--- src/rtl/wide_add_seq.sv ---
// Purpose: wide adder that time-shares one W-bit carry-select adder across WORDS slices, LS slice first.
// Latency: acceptance at edge E0 -> out_valid high after edge E0+WORDS; one op per WORDS+2 cycles minimum.
// Backpressure: in_ready only in IDLE; the result is held stable in DONE until out_ready.
//
// Ports:
//   clk, rst_n           clock (rising edge), async active-low reset
//   in_valid/in_ready    operand handshake (x, y, carryin[, sub])
//   out_valid/out_ready  result handshake (sum, carryout, overflow)
//   busy                 high while an operation is in RUN or DONE
// Optional build macro: SUBTRACT_EN adds the 'sub' input; sub=1 computes x-y
// (carryout=1 means no borrow, overflow is the signed-subtract overflow).
module wide_add_seq #(
  parameter int W     = 32,
  parameter int WORDS = 4
) (
  input  logic               clk,
  input  logic               rst_n,
  input  logic               in_valid,
  output logic               in_ready,
  input  logic [W*WORDS-1:0] x,
  input  logic [W*WORDS-1:0] y,
  input  logic               carryin,
`ifdef SUBTRACT_EN
  input  logic               sub,
`endif
  output logic               out_valid,
  input  logic               out_ready,
  output logic [W*WORDS-1:0] sum,
  output logic               carryout,
  output logic               overflow,
  output logic               busy
);

  localparam int IW = (WORDS > 1) ? $clog2(WORDS) : 1;
  localparam int NB = W / 4;  // 4-bit carry-select blocks

  typedef enum logic [1:0] {IDLE, RUN, DONE} state_t;

  state_t               state, state_nxt;
  logic [W*WORDS-1:0]   x_reg, y_reg;
  logic                 carry_reg;
  logic [IW-1:0]        idx;
  logic                 last;

  // Shared slice adder signals
  logic [W-1:0]         add_a, add_b, add_sum;
  logic                 add_cout, add_ovf;
  logic [NB:0]          blk_c;

  assign add_a = x_reg[idx*W +: W];
  assign add_b = y_reg[idx*W +: W];
  assign last  = (idx == IW'(WORDS - 1));

  // W-bit carry-select adder: every 4-bit block precomputes its result for
  // both incoming carries, and the real carry only walks through the muxes.
  assign blk_c[0] = carry_reg;
  for (genvar k = 0; k < NB; k++) begin : g_blk
    logic [4:0] r0, r1;
    assign r0 = {1'b0, add_a[4*k +: 4]} + {1'b0, add_b[4*k +: 4]};
    assign r1 = {1'b0, add_a[4*k +: 4]} + {1'b0, add_b[4*k +: 4]} + 5'd1;
    assign add_sum[4*k +: 4] = blk_c[k] ? r1[3:0] : r0[3:0];
    assign blk_c[k+1]        = blk_c[k] ? r1[4]   : r0[4];
  end
  assign add_cout = blk_c[NB];
  // Signed overflow: operands agree in sign but the result does not. Only
  // meaningful on the top slice, where it is the full-width overflow.
  assign add_ovf  = (add_a[W-1] == add_b[W-1]) && (add_sum[W-1] != add_a[W-1]);

  // State register
  always_ff @(posedge clk or negedge rst_n) begin
    if (!rst_n) state <= IDLE;
    else        state <= state_nxt;
  end

  // Next state and handshake outputs
  always_comb begin
    state_nxt = state;
    in_ready  = 1'b0;
    out_valid = 1'b0;
    busy      = 1'b0;
    case (state)
      IDLE: begin
        in_ready = 1'b1;
        if (in_valid) state_nxt = RUN;
      end
      RUN: begin
        busy = 1'b1;
        if (last) state_nxt = DONE;
      end
      DONE: begin
        busy      = 1'b1;
        out_valid = 1'b1;
        if (out_ready) state_nxt = IDLE;
      end
      default: state_nxt = IDLE;
    endcase
  end

  // Datapath
  always_ff @(posedge clk or negedge rst_n) begin
    if (!rst_n) begin
      x_reg     <= '0;
      y_reg     <= '0;
      carry_reg <= 1'b0;
      idx       <= '0;
      sum       <= '0;
      carryout  <= 1'b0;
      overflow  <= 1'b0;
    end else begin
      case (state)
        IDLE: begin
          if (in_valid) begin
            x_reg <= x;
            idx   <= '0;
`ifdef SUBTRACT_EN
            // x - y = x + ~y + 1
            y_reg     <= sub ? ~y : y;
            carry_reg <= sub ? 1'b1 : carryin;
`else
            y_reg     <= y;
            carry_reg <= carryin;
`endif
          end
        end
        RUN: begin
          sum[idx*W +: W] <= add_sum;
          carry_reg       <= add_cout;
          if (last) begin
            idx      <= '0;
            carryout <= add_cout;
            overflow <= add_ovf;
          end else begin
            idx <= idx + 1'b1;
          end
        end
        default: ;  // DONE holds the result
      endcase
    end
  end

endmodule

--- config.mk ---
export PLATFORM = sky130hd
export DESIGN_NAME = wide_add_seq
export DESIGN_NICKNAME = d
export VERILOG_FILES = /design/src/rtl/wide_add_seq.sv
export SDC_FILE = /design/constraint.sdc
export NUM_CORES = 1
export LEC_CHECK = 0
export CAP_MARGIN = 25
export CORE_MARGIN = 3
export CORE_UTILIZATION = 53
export CTS_BUF_LIST = sky130_fd_sc_hd__clkbuf_2 sky130_fd_sc_hd__clkbuf_4 sky130_fd_sc_hd__clkbuf_8
export DETAILED_ROUTE_END_ITERATION = 10
export DONT_BUFFER_PORTS = 1
export HOLD_SLACK_MARGIN = 0.06
export PLACE_DENSITY = 0.68
export SLEW_MARGIN = 20
export SYNTH_ARGS = -nofsm -noshare
export SYNTH_HDL_FRONTEND = slang
export SYNTH_SLANG_ARGS = --single-unit
--- constraint.sdc ---
create_clock -name clk -period 13.6 [get_ports clk]
set_clock_uncertainty 0.2 [all_clocks]
set_input_delay 4.08 -clock clk [delete_from_list [all_inputs] [get_ports clk]]
set_output_delay 4.08 -clock clk [all_outputs]
set_load 0.05 [all_outputs]
==> metrics.md, run 1 <==
| Metric | Value |
|---|---|
| Status | `finished clean` |
| Post-CTS Setup Inserts | `0` |
| Net count after synthesis | `1584` |
| Transition time of the tightest slew-check pin | `1.021 ns` |
| FF+latch count, synth | `391` |
| RSZ-0062 raised after global routing | `no` |
| CP Max Fanout | `43` |
| Post-cts repair resize count | `0` |
| Latest clock arrival within the worst-skew pair | `0.60 ns` |
| Hold Vio Cnt, Final | `0` |
| Total setup violations reported at the end of the flow | `0` |
| CTS buffer count | `66` |
| Total vias in the final route | `10468` |
| Fin crit period | `6.410 ns` |
| Drt drc | `0` |
| Post-synth top flop | `dfrtp_1` |
| Count of boundary I/O pins | `394` |
| Clock tree root driver cell | `clkbuf_8` |
| Number of filler instances in the final layout | `2613` |
| Total number of yosys warnings | `0` |
| Final layout net count | `1593` |
| Worst setup slack for register-to-register paths | `7.19 ns` |
| Fraction of synthesized cell area taken by the top area cell type | `0.5521` |
| Die X | `188.9 microns` |
| Pins over their slew limit | `0` |
| Layout Area Growth over Synthesis | `9.771%` |
| Cell area after synthesis | `17720 sq um` |
| Mapped Cells | `1266` |
| TritonCTS clock tree | `done` |
| Weighted congestion at the end of routability-driven global placement | `0.8015` |
| Die outline height | `188.9 microns` |
| GRT Residual Overflow | `0` |
| Initial standard-cell utilization of the core | `0.5406` |
| Fraction of the cycle the final worst path needs | `0.4714` |
| End of the worst register-to-register path | `sum[95]` |
| Dominant cells by area after synthesis | `dfrtp_1, mux2_2, mux4_2` |
| Global-route wire length before repair | `65.05 mm` |
| Die ar. | `35670 sq um` |
| Classification of the worst-slack hold path | `reg2reg` |
| Accumulated negative setup slack | `0 ns` |
| Most frequent cells in the layout | `dfrtp_1, mux2_2, nand2_1` |
| List of cells traversed by the critical path | `mux4_2, ha_1, fa_1, ha_1, nand2_1, o21bai_1, nor4b_1, o22a_2, and3_4, mux2i_2, mux2_4, mux2_4, mux2i_4, mux2i_4, mux2i_1, xor2_1, o21ai_0` |
| Mean number of vias per cell | `5.904` |
| Sequential area share after synthesis | `0.5521` |
| Slowest cell delay on critical path | `0.99 ns` |
| Worst endpoint required time | `13.84 ns` |
| Remaining number of nets flagged by the antenna check after routing | `0` |
| Path depth of the worst reg2reg path | `17` |
| # hold bufs at CTS | `0` |
| Worst hold endpoint | `y_reg[84]` |
| Critical path arrival | `6.65 ns` |
| Number of core rows | `66` |
| Largest area contributor in the synthesized netlist | `dfrtp_1` |
| Reg-to-reg critical path startpoint | `idx[0]` |
| Critical path type | `reg2reg` |
| Crit start category | `register` |
| Post-synthesis async set-or-reset flop share | `1.000` |
| Count of flip-flops with a built-in enable after synthesis | `0` |
| Kind of capture point of the worst setup path | `register` |
| H-Tree Level Count | `3` |
| Max-cap violations | `0` |
| Most common cell after layout, fill and taps aside | `dfrtp_1` |
| Antenna violations before repair | `20` |
| CORE AREA | `32780 sq um` |
| First-pass DRT Iterations | `5` |
| Highest attainable clock frequency | `156.0 MHz` |
| Unique masters post-synth | `53` |
| Total Wirelength | `42.96 mm` |
| Critical hold path startpoint | `y_reg[84]` |
| Sum of buffers and inverters on the critical path | `0` |
| Max clock buf depth | `3` |
| Critical Path Slowest Stage Cell | `dfrtp_4` |
| Cell depth of the worst hold path | `1` |
| Clock transition at path regs | `0.07 ns` |
| Mean instance size in the synthesized netlist | `14.00 sq um` |
| Tightest slew margin relative to the limit | `0.3194` |
| All-Layer GR Usage | `0.2401` |
| Port buffer count | `0` |
| Iteration-0 DRC Markers | `563` |
| Maximum number of pins on one net before global-route repair | `392` |
| Sum of net half-perimeters after detailed placement | `30.32 mm` |
| Proportion of layout cells with a drive suffix above 1 | `0.3523` |
| Top Family by Delay on Critical Path | `multiplexers` |
| # clock sinks | `391` |
| Drt wl/cell | `24.23 microns` |
| Via count of the first global-routing pass | `10770` |
[metal layers]
layer  track usage  vias to the layer above  part of all wire
li1              -                     4624                 -
met1        0.3147                     5322              0.41
met2        0.3619                      404              0.46
met3       0.09887                      100             0.099
met4       0.09023                       18             0.028
met5             0                        -            0.0023
[cell type report]
class                   instances  area (sq um)  area share
inverters                      13         48.80    0.002508
multi-input cells             793          7627      0.3921
well taps                     442         553.0     0.02843
diodes                         11         27.53    0.001415
clock inverters                 9         61.31    0.003152
repair buffers                 10         75.07    0.003859
clock buffers                 104          1269     0.06522
flip-flops and latches        391          9792      0.5033
[cells in the mapped netlist (2+ instances only)]
cell type / instances
xnor2_1: 30
and2_1: 2
mux2i_4: 2
nand2_1: 122
mux2_4: 2
or3_1: 3
nand3b_1: 2
a21oi_1: 17
o21bai_1: 2
nand4_1: 5
mux2_2: 257
nor2_1: 9
ha_1: 49
nand4b_1: 3
inv_1: 13
and4b_1: 2
buf_1: 13
xor2_1: 17
a21o_1: 12
nor3_1: 7
nand3_1: 7
o21ai_0: 100
a22o_1: 30
o31ai_1: 4
dfrtp_1: 391
mux2i_1: 8
mux4_2: 64
a211oi_1: 3
fa_1: 8
and3_4: 2
a21o_2: 2
clkbuf_1: 55
nand2b_1: 3
[metrics by stage]
step / std cells / hold WS (ns) / util / worst slack [ns] / instance area (sq um)
after floorplan: 1266 / 0.2739 / - / 7.139 / 17720
after global placement: 1649 / 0.2822 / 0.5520 / 6.610 / 18100
after detailed placement: 1649 / 0.2871 / 0.5520 / 6.587 / 18100
after CTS: 1762 / 0.3000 / 0.5926 / 7.092 / 19430
after global routing: 1771 / 0.3101 / 0.5932 / 6.667 / 19450
final: 1773 / 0.2983 / 0.5934 / 7.190 / 19450
[how the worst max path moves through the flow]
stage | depth (start not counted) | end | slack, ns | from
after floorplan | 20 | sum[31] | 7.14 | idx[0]
after global placement | 4 | x_reg[8] | 6.61 | in_valid
after detailed placement | 4 | x_reg[12] | 6.59 | in_valid
after CTS | 17 | sum[127] | 7.09 | idx[0]
after global routing | 17 | sum[63] | 6.67 | idx[0]
final | 17 | sum[95] | 7.19 | idx[0]
[logic make-up after synthesis]
family                     synth area share
buffers and inverters               0.01793
and+or+nand+nor                     0.04370
xor gates and xnor gates            0.02570
muxes                                0.2542
AOI/OAI and AO/OA                   0.06276
adders and majority gates           0.04363
DFF                                  0.5521
Power of run 1 is not shown: default switching activity piles up to over one toggle a cycle in this logic, so the estimate is an artifact.
==> run 2: changes to the inputs <==
==> constraint.sdc (replaced) <==
create_clock -name clk -period 6.3 [get_ports clk]
set_clock_uncertainty 0.2 [all_clocks]
set_input_delay 1.89 -clock clk [delete_from_list [all_inputs] [get_ports clk]]
set_output_delay 1.89 -clock clk [all_outputs]
set_load 0.05 [all_outputs]
==> run 2 against run 1 <==
Maximum frequency up 7.8%. First-iteration DRC count up 26%. Design area up 0.67%. Worst hold slack about the same. Die area unchanged. Cell count down 0.28%. Critical path depth unchanged. Via count down 0.45%. Clock-buffer cell count down 7. Register-to-register slack worse by 6.8 ns. Non-clock buffer count up 1.
==> metrics.md, run 2 (same netlist as run 1, synthesis figures left out) <==
| Metric | Value |
|---|---|
| Layout Area Growth over Synthesis | `10.51%` |
| Number of filler instances in the final layout | `2550 (-2.4%)` |
| Classification of the worst-slack hold path | `reg2reg` |
| Most frequent cells in the layout | `dfrtp_1, mux2_2, nand2_1` |
| Transition time of the tightest slew-check pin | `1.246 ns (+0.2250 ns)` |
| Drt drc | `0 (unchanged)` |
| Critical path type | `reg2reg` |
| Highest attainable clock frequency | `168.1 MHz (+7.8%)` |
| Die ar. | `35670 sq um (unchanged)` |
| Pins over their slew limit | `0 (unchanged)` |
| Sum of net half-perimeters after detailed placement | `30.28 mm (-0.14%)` |
| Total Wirelength | `42.76 mm (-0.45%)` |
| Drt wl/cell | `24.19 microns (-0.17%)` |
| Area of combinational cells with multiple inputs | `7627 sq um (unchanged)` |
| Post-CTS Setup Inserts | `0 (unchanged)` |
| Die X | `188.9 microns (unchanged)` |
| Iteration-0 DRC Markers | `709 (+26%)` |
| Port buffer count | `0 (unchanged)` |
| CORE AREA | `32780 sq um (unchanged)` |
| Global-route wire length before repair | `65.53 mm (+0.74%)` |
| Count of boundary I/O pins | `394 (unchanged)` |
| Accumulated negative setup slack | `0 ns (unchanged)` |
| Total setup violations reported at the end of the flow | `0 (unchanged)` |
| Tightest slew margin relative to the limit | `0.1694 (-0.1500)` |
| Post-cts repair resize count | `0 (unchanged)` |
| Hold Vio Cnt, Final | `0 (unchanged)` |
| Maximum number of pins on one net before global-route repair | `392 (unchanged)` |
| Latest clock arrival within the worst-skew pair | `0.61 ns (about the same)` |
| RSZ-0062 raised after global routing | `no` |
| Mean number of vias per cell | `5.894 (-0.17%)` |
| Startpoint of the worst setup timing path | `idx[0]` |
| Initial standard-cell utilization of the core | `0.5406 (unchanged)` |
| Critical Path Slowest Stage Cell | `dfrtp_4` |
| Fraction of the cycle the final worst path needs | `0.9443 (+0.4729)` |
| Footprint of the flip-flops and latches | `9792 sq um (unchanged)` |
| Critical hold path startpoint | `y_reg[74]` |
| Kind of capture point of the worst setup path | `register` |
| GRT Residual Overflow | `0 (unchanged)` |
| # hold bufs at CTS | `0 (unchanged)` |
| Max clock buf depth | `3 (unchanged)` |
| List of cells traversed by the critical path | `mux4_2, ha_1, fa_1, ha_1, nand2_1, a2111oi_1, nor4b_1, o22a_2, and3_4, mux2i_2, mux2_4, mux2_4, mux2i_4, mux2i_4, mux2i_1, xor2_1, o21ai_0` |
| Reg-to-reg critical path startpoint | `idx[0]` |
| Total vias in the final route | `10421 (-0.45%)` |
| CTS buffer count | `66 (unchanged)` |
| Crit start category | `register` |
| TritonCTS clock tree | `done` |
| Critical path arrival | `6.19 ns (-0.46 ns)` |
| H-Tree Level Count | `3 (unchanged)` |
| Sum of buffers and inverters on the critical path | `0 (unchanged)` |
| Slowest cell delay on critical path | `0.56 ns (-0.43 ns)` |
| Weighted congestion at the end of routability-driven global placement | `0.7879 (-1.7%)` |
| First-pass DRT Iterations | `4 (-1)` |
| Die outline height | `188.9 microns (unchanged)` |
| # clock sinks | `391 (unchanged)` |
| Number of core rows | `66 (unchanged)` |
| Status | `finished clean` |
| Fin crit period | `5.949 ns (-0.4614 ns)` |
| Proportion of layout cells with a drive suffix above 1 | `0.3513 (-0.0009829)` |
| CP Max Fanout | `11 (-74%)` |
| All-Layer GR Usage | `0.2388 (-0.001241)` |
| Clock transition at path regs | `0.06 ns (about the same)` |
| Final layout net count | `1594 (+0.063%)` |
| Top Family by Delay on Critical Path | `multiplexers` |
| Most common cell after layout, fill and taps aside | `dfrtp_1` |
| Max-cap violations | `0 (unchanged)` |
| Clock tree root driver cell | `clkbuf_8` |
| Remaining number of nets flagged by the antenna check after routing | `0 (unchanged)` |
| Via count of the first global-routing pass | `11111 (+3.2%)` |
| Antenna violations before repair | `13 (-35%)` |
| Worst endpoint required time | `6.54 ns (-7.30 ns)` |
-- run 2: cell types whose count changed in the layout (fill, tap and decap cells not counted), sizes merged --
| cell | change |
|---|---|
| clkinvlp | -1 |
| clkbuf | -7 |
| inv | +1 |
| clkinv | -1 |
| buf | +1 |
| diode | -3 |
| bufinv | +5 |
-- run 2: metal layers --
layer / wire, microns / track usage / vias up
li1: - / - / 4619
met1: 18220 / 0.3247 / 5350
met2: 19590 / 0.3628 / 365
met3: 3894 / 0.08591 / 75
met4: 973 / 0.07677 / 12
met5: 84 / 0 / -
-- run 2: worst paths after layout --
path | end | slack, ns | depth (start not counted)
worst max-delay path | sum[63] | 0.35 | 17
worst min-delay path | y_reg[74] | 0.30 | 1
worst max register to register | sum[63] | 0.35 | 17
worst min register to register | y_reg[74] | 0.30 | 1
max in group asynchronous | sum[114] | 4.10 | 0
min in group asynchronous | sum[41] | 0.78 | 0
-- run 2: final cells by class --
type / instances / share of cell area
flip-flops and latches: 391 / 0.5000
multi-input cells: 793 / 0.3894
clock buffers: 97 / 0.06274
well taps: 442 / 0.02824
clock inverters: 13 / 0.01061
repair buffers: 11 / 0.005494
inverters: 13 / 0.002492
diodes: 8 / 0.001022
-- run 2: per-stage QoR --
step	cells	instance area (sq um)	utilization	hold slack [ns]	worst slack (ns)
global route	1766	19580	0.5972	0.3059	0.07230
global placement	1650	18130	0.5530	0.2825	0.6166
floorplan	1266	17720	-	0.2739	0.08394
CTS	1760	19570	0.5968	0.2999	0.3550
detailed placement	1650	18130	0.5530	0.2874	0.3983
finish	1768	19590	0.5974	0.2987	0.3510
Power of run 2 is left out for the same reason.
==> run 3: changes to the inputs <==
--- a/config.mk
+++ b/config.mk
@@ -7,12 +7,12 @@
 export LEC_CHECK = 0
 export CAP_MARGIN = 25
 export CORE_MARGIN = 3
-export CORE_UTILIZATION = 53
+export CORE_UTILIZATION = 40
 export CTS_BUF_LIST = sky130_fd_sc_hd__clkbuf_2 sky130_fd_sc_hd__clkbuf_4 sky130_fd_sc_hd__clkbuf_8
 export DETAILED_ROUTE_END_ITERATION = 10
 export DONT_BUFFER_PORTS = 1
+export GPL_TIMING_DRIVEN = 0
 export HOLD_SLACK_MARGIN = 0.06
-export PLACE_DENSITY = 0.68
 export SLEW_MARGIN = 20
 export SYNTH_ARGS = -nofsm -noshare
 export SYNTH_HDL_FRONTEND = slang
==> run 3 against run 2 <==
Non-clock buffer count increased by 70. Critical path depth increased by 3. Worst setup slack got worse by 0.077 ns. Global-route usage down 1.7 points. Sequential share of layout area is 1.4 points lower. Worst hold slack hardly changed. Via count up 5.0%. First-iteration DRC count decreased by 8.9%. Cell count up 13%. Die area grew 31%.
==> metrics.md, run 3 (same netlist as run 1, synthesis figures left out) <==
| Metric | Value |
|---|---|
| Crit start category | `register` |
| Kind of capture point of the worst setup path | `register` |
| Classification of the worst-slack hold path | `reg2reg` |
| Die outline height | `216.5 microns (+15%)` |
| CORE AREA | `43460 sq um (+33%)` |
| Total setup violations reported at the end of the flow | `0 (unchanged)` |
| Mean number of vias per cell | `5.498 (-6.7%)` |
| Final layout net count | `1666 (+4.5%)` |
| Via count of the first global-routing pass | `11702 (+5.3%)` |
| Most common cell after layout, fill and taps aside | `dfrtp_1` |
| Die X | `216.5 microns (+15%)` |
| # clock sinks | `391 (unchanged)` |
| Post-layout instance count excluding filler cells | `1991 (+13%)` |
| CTS buffer count | `68 (+3.0%)` |
| Critical hold path startpoint | `x_reg[106]` |
| CP Max Fanout | `17 (+6)` |
| Worst endpoint required time | `6.63 ns (+0.09 ns)` |
| Antenna violations before repair | `33 (+20)` |
| Initial standard-cell utilization of the core | `0.4078 (-0.1328)` |
| First-pass DRT Iterations | `5 (+1)` |
| Reg-to-reg critical path startpoint | `idx[0]` |
| Transition time of the tightest slew-check pin | `1.113 ns (-0.1329 ns)` |
| All-Layer GR Usage | `0.2223 (-0.01658)` |
| RSZ-0062 raised after global routing | `no` |
| Area of combinational cells with multiple inputs | `7706 sq um (+1.0%)` |
| TritonCTS clock tree | `done` |
| Critical path arrival | `6.36 ns (+0.17 ns)` |
| Max-cap violations | `0 (unchanged)` |
| GRT Residual Overflow | `0 (unchanged)` |
| Total vias in the final route | `10947 (+5.0%)` |
| Count of boundary I/O pins | `394 (unchanged)` |
| Hold Vio Cnt, Final | `0 (unchanged)` |
| Layout Area Growth over Synthesis | `13.68%` |
| Clock tree root driver cell | `clkbuf_8` |
| Iteration-0 DRC Markers | `646 (-8.9%)` |
| Fin crit period | `6.026 ns (+0.07664 ns)` |
| Port buffer count | `0 (unchanged)` |
| H-Tree Level Count | `3 (unchanged)` |
| Proportion of layout cells with a drive suffix above 1 | `0.3455 (-0.005744)` |
| Number of filler instances in the final layout | `3982 (+56%)` |
| Most frequent cells in the layout | `dfrtp_1, mux2_2, nand2_1` |
| Fraction of the cycle the final worst path needs | `0.9565 (+0.01217)` |
| Die ar. | `46870 sq um (+31%)` |
| Footprint of the flip-flops and latches | `9784 sq um (about the same)` |
| Drt drc | `0 (unchanged)` |
| Sum of net half-perimeters after detailed placement | `39.16 mm (+29%)` |
| Drt wl/cell | `26.17 microns (+8.2%)` |
| Status | `finished clean` |
| # hold bufs at CTS | `0 (unchanged)` |
| Total Wirelength | `52.10 mm (+22%)` |
| Startpoint of the worst setup timing path | `idx[0]` |
| Remaining number of nets flagged by the antenna check after routing | `0 (unchanged)` |
| Clock transition at path regs | `0.06 ns (about the same)` |
| Number of core rows | `76 (+15%)` |
| Critical path type | `reg2reg` |
| Max clock buf depth | `3 (unchanged)` |
| Highest attainable clock frequency | `166.0 MHz (-1.3%)` |
| Maximum number of pins on one net before global-route repair | `392 (unchanged)` |
| Latest clock arrival within the worst-skew pair | `0.64 ns (+0.03 ns)` |
| Weighted congestion at the end of routability-driven global placement | `0.8166 (+3.6%)` |
| Pins over their slew limit | `0 (unchanged)` |
| Global-route wire length before repair | `76.65 mm (+17%)` |
| Number of cells in the design after placement | `1856 (+12%)` |
| Tightest slew margin relative to the limit | `0.2523 (+0.08291)` |
## run 3: cell types whose count changed in the layout (fill, tap and decap cells not counted), moves of 4 or more
cell	previous run	this run
diode_2	8	14
clkbuf_1	0	51
buf_6	0	5
bufinv_16	5	1
clkbuf_8	80	87
buf_1	0	10
## run 3: layer usage
layer  vias up  global-route usage  part of all wire  wire (microns)
li1       4771                   -                 -               -
met1      5637              0.2793              0.41           21520
met2       410              0.3521              0.47           24520
met3       107             0.08904             0.088            4591
met4        22             0.07420             0.026            1331
met5         -                   0            0.0028             145
## run 3: stage by stage
step           area (sq um)    util  hold WS (ns)  setup slack, ns  setup TNS (ns)
5_1_grt               20130  0.4633        0.3065        0.0009792               0
4_1_cts               20030  0.4608        0.3008         0.005609               0
3_3_place_gp          18460  0.4247        0.2813           -1.435          -74.14
2_1_floorplan         17720       -        0.2739          0.08394               0
6_report              20150  0.4636        0.2990           0.2744               0
3_5_place_dp          18520  0.4261        0.2878           -1.509          -81.56
## run 3: final timing paths
| check | endpoint | slack (ns) | cells past startpoint |
|---|---|---|---|
| worst max-delay path | overflow | 0.27 | 20 |
| worst min-delay path | x_reg[106] | 0.30 | 1 |
| worst max register to register | overflow | 0.27 | 20 |
| worst min register to register | x_reg[106] | 0.30 | 1 |
| max in group asynchronous | y_reg[106] | 4.56 | 0 |
| min in group asynchronous | sum[58] | 0.78 | 0 |
## run 3: what timing repair did
item | in CTS | in global routing
pin swaps | 1 | 0
resized for setup | 26 | 9
buffers inserted | 2 | 4
setup endpoints to repair | 99 | 51
## run 3: cell type report
class / count / area share
buffer: 68 / 0.01534
sequential: 391 / 0.4857
timing repair buffer: 13 / 0.006335
clock inverter: 11 / 0.004596
multi-input combinational: 793 / 0.3825
clock buffer: 103 / 0.06509
tap: 585 / 0.03633
antenna: 14 / 0.001739
inverter: 13 / 0.002422
## run 3: worst max-delay path, stage by stage, from the launching register on
cell      delay [ns]
dfrtp_1         0.42
buf_8           0.23
buf_12          0.19
mux4_2          0.51
ha_1            0.27
fa_1            0.54
ha_1            0.17
nand2_1         0.11
o21bai_1        0.18
nor4b_2         0.22
o22a_2          0.18
and3_4          0.25
mux2i_4         0.27
mux2_4          0.35
mux2_4          0.34
mux2i_4         0.31
mux2i_4         0.40
mux2i_4         0.36
buf_4           0.16
xnor2_1         0.07
o31ai_2         0.17
Power of run 3 is left out for the same reason.
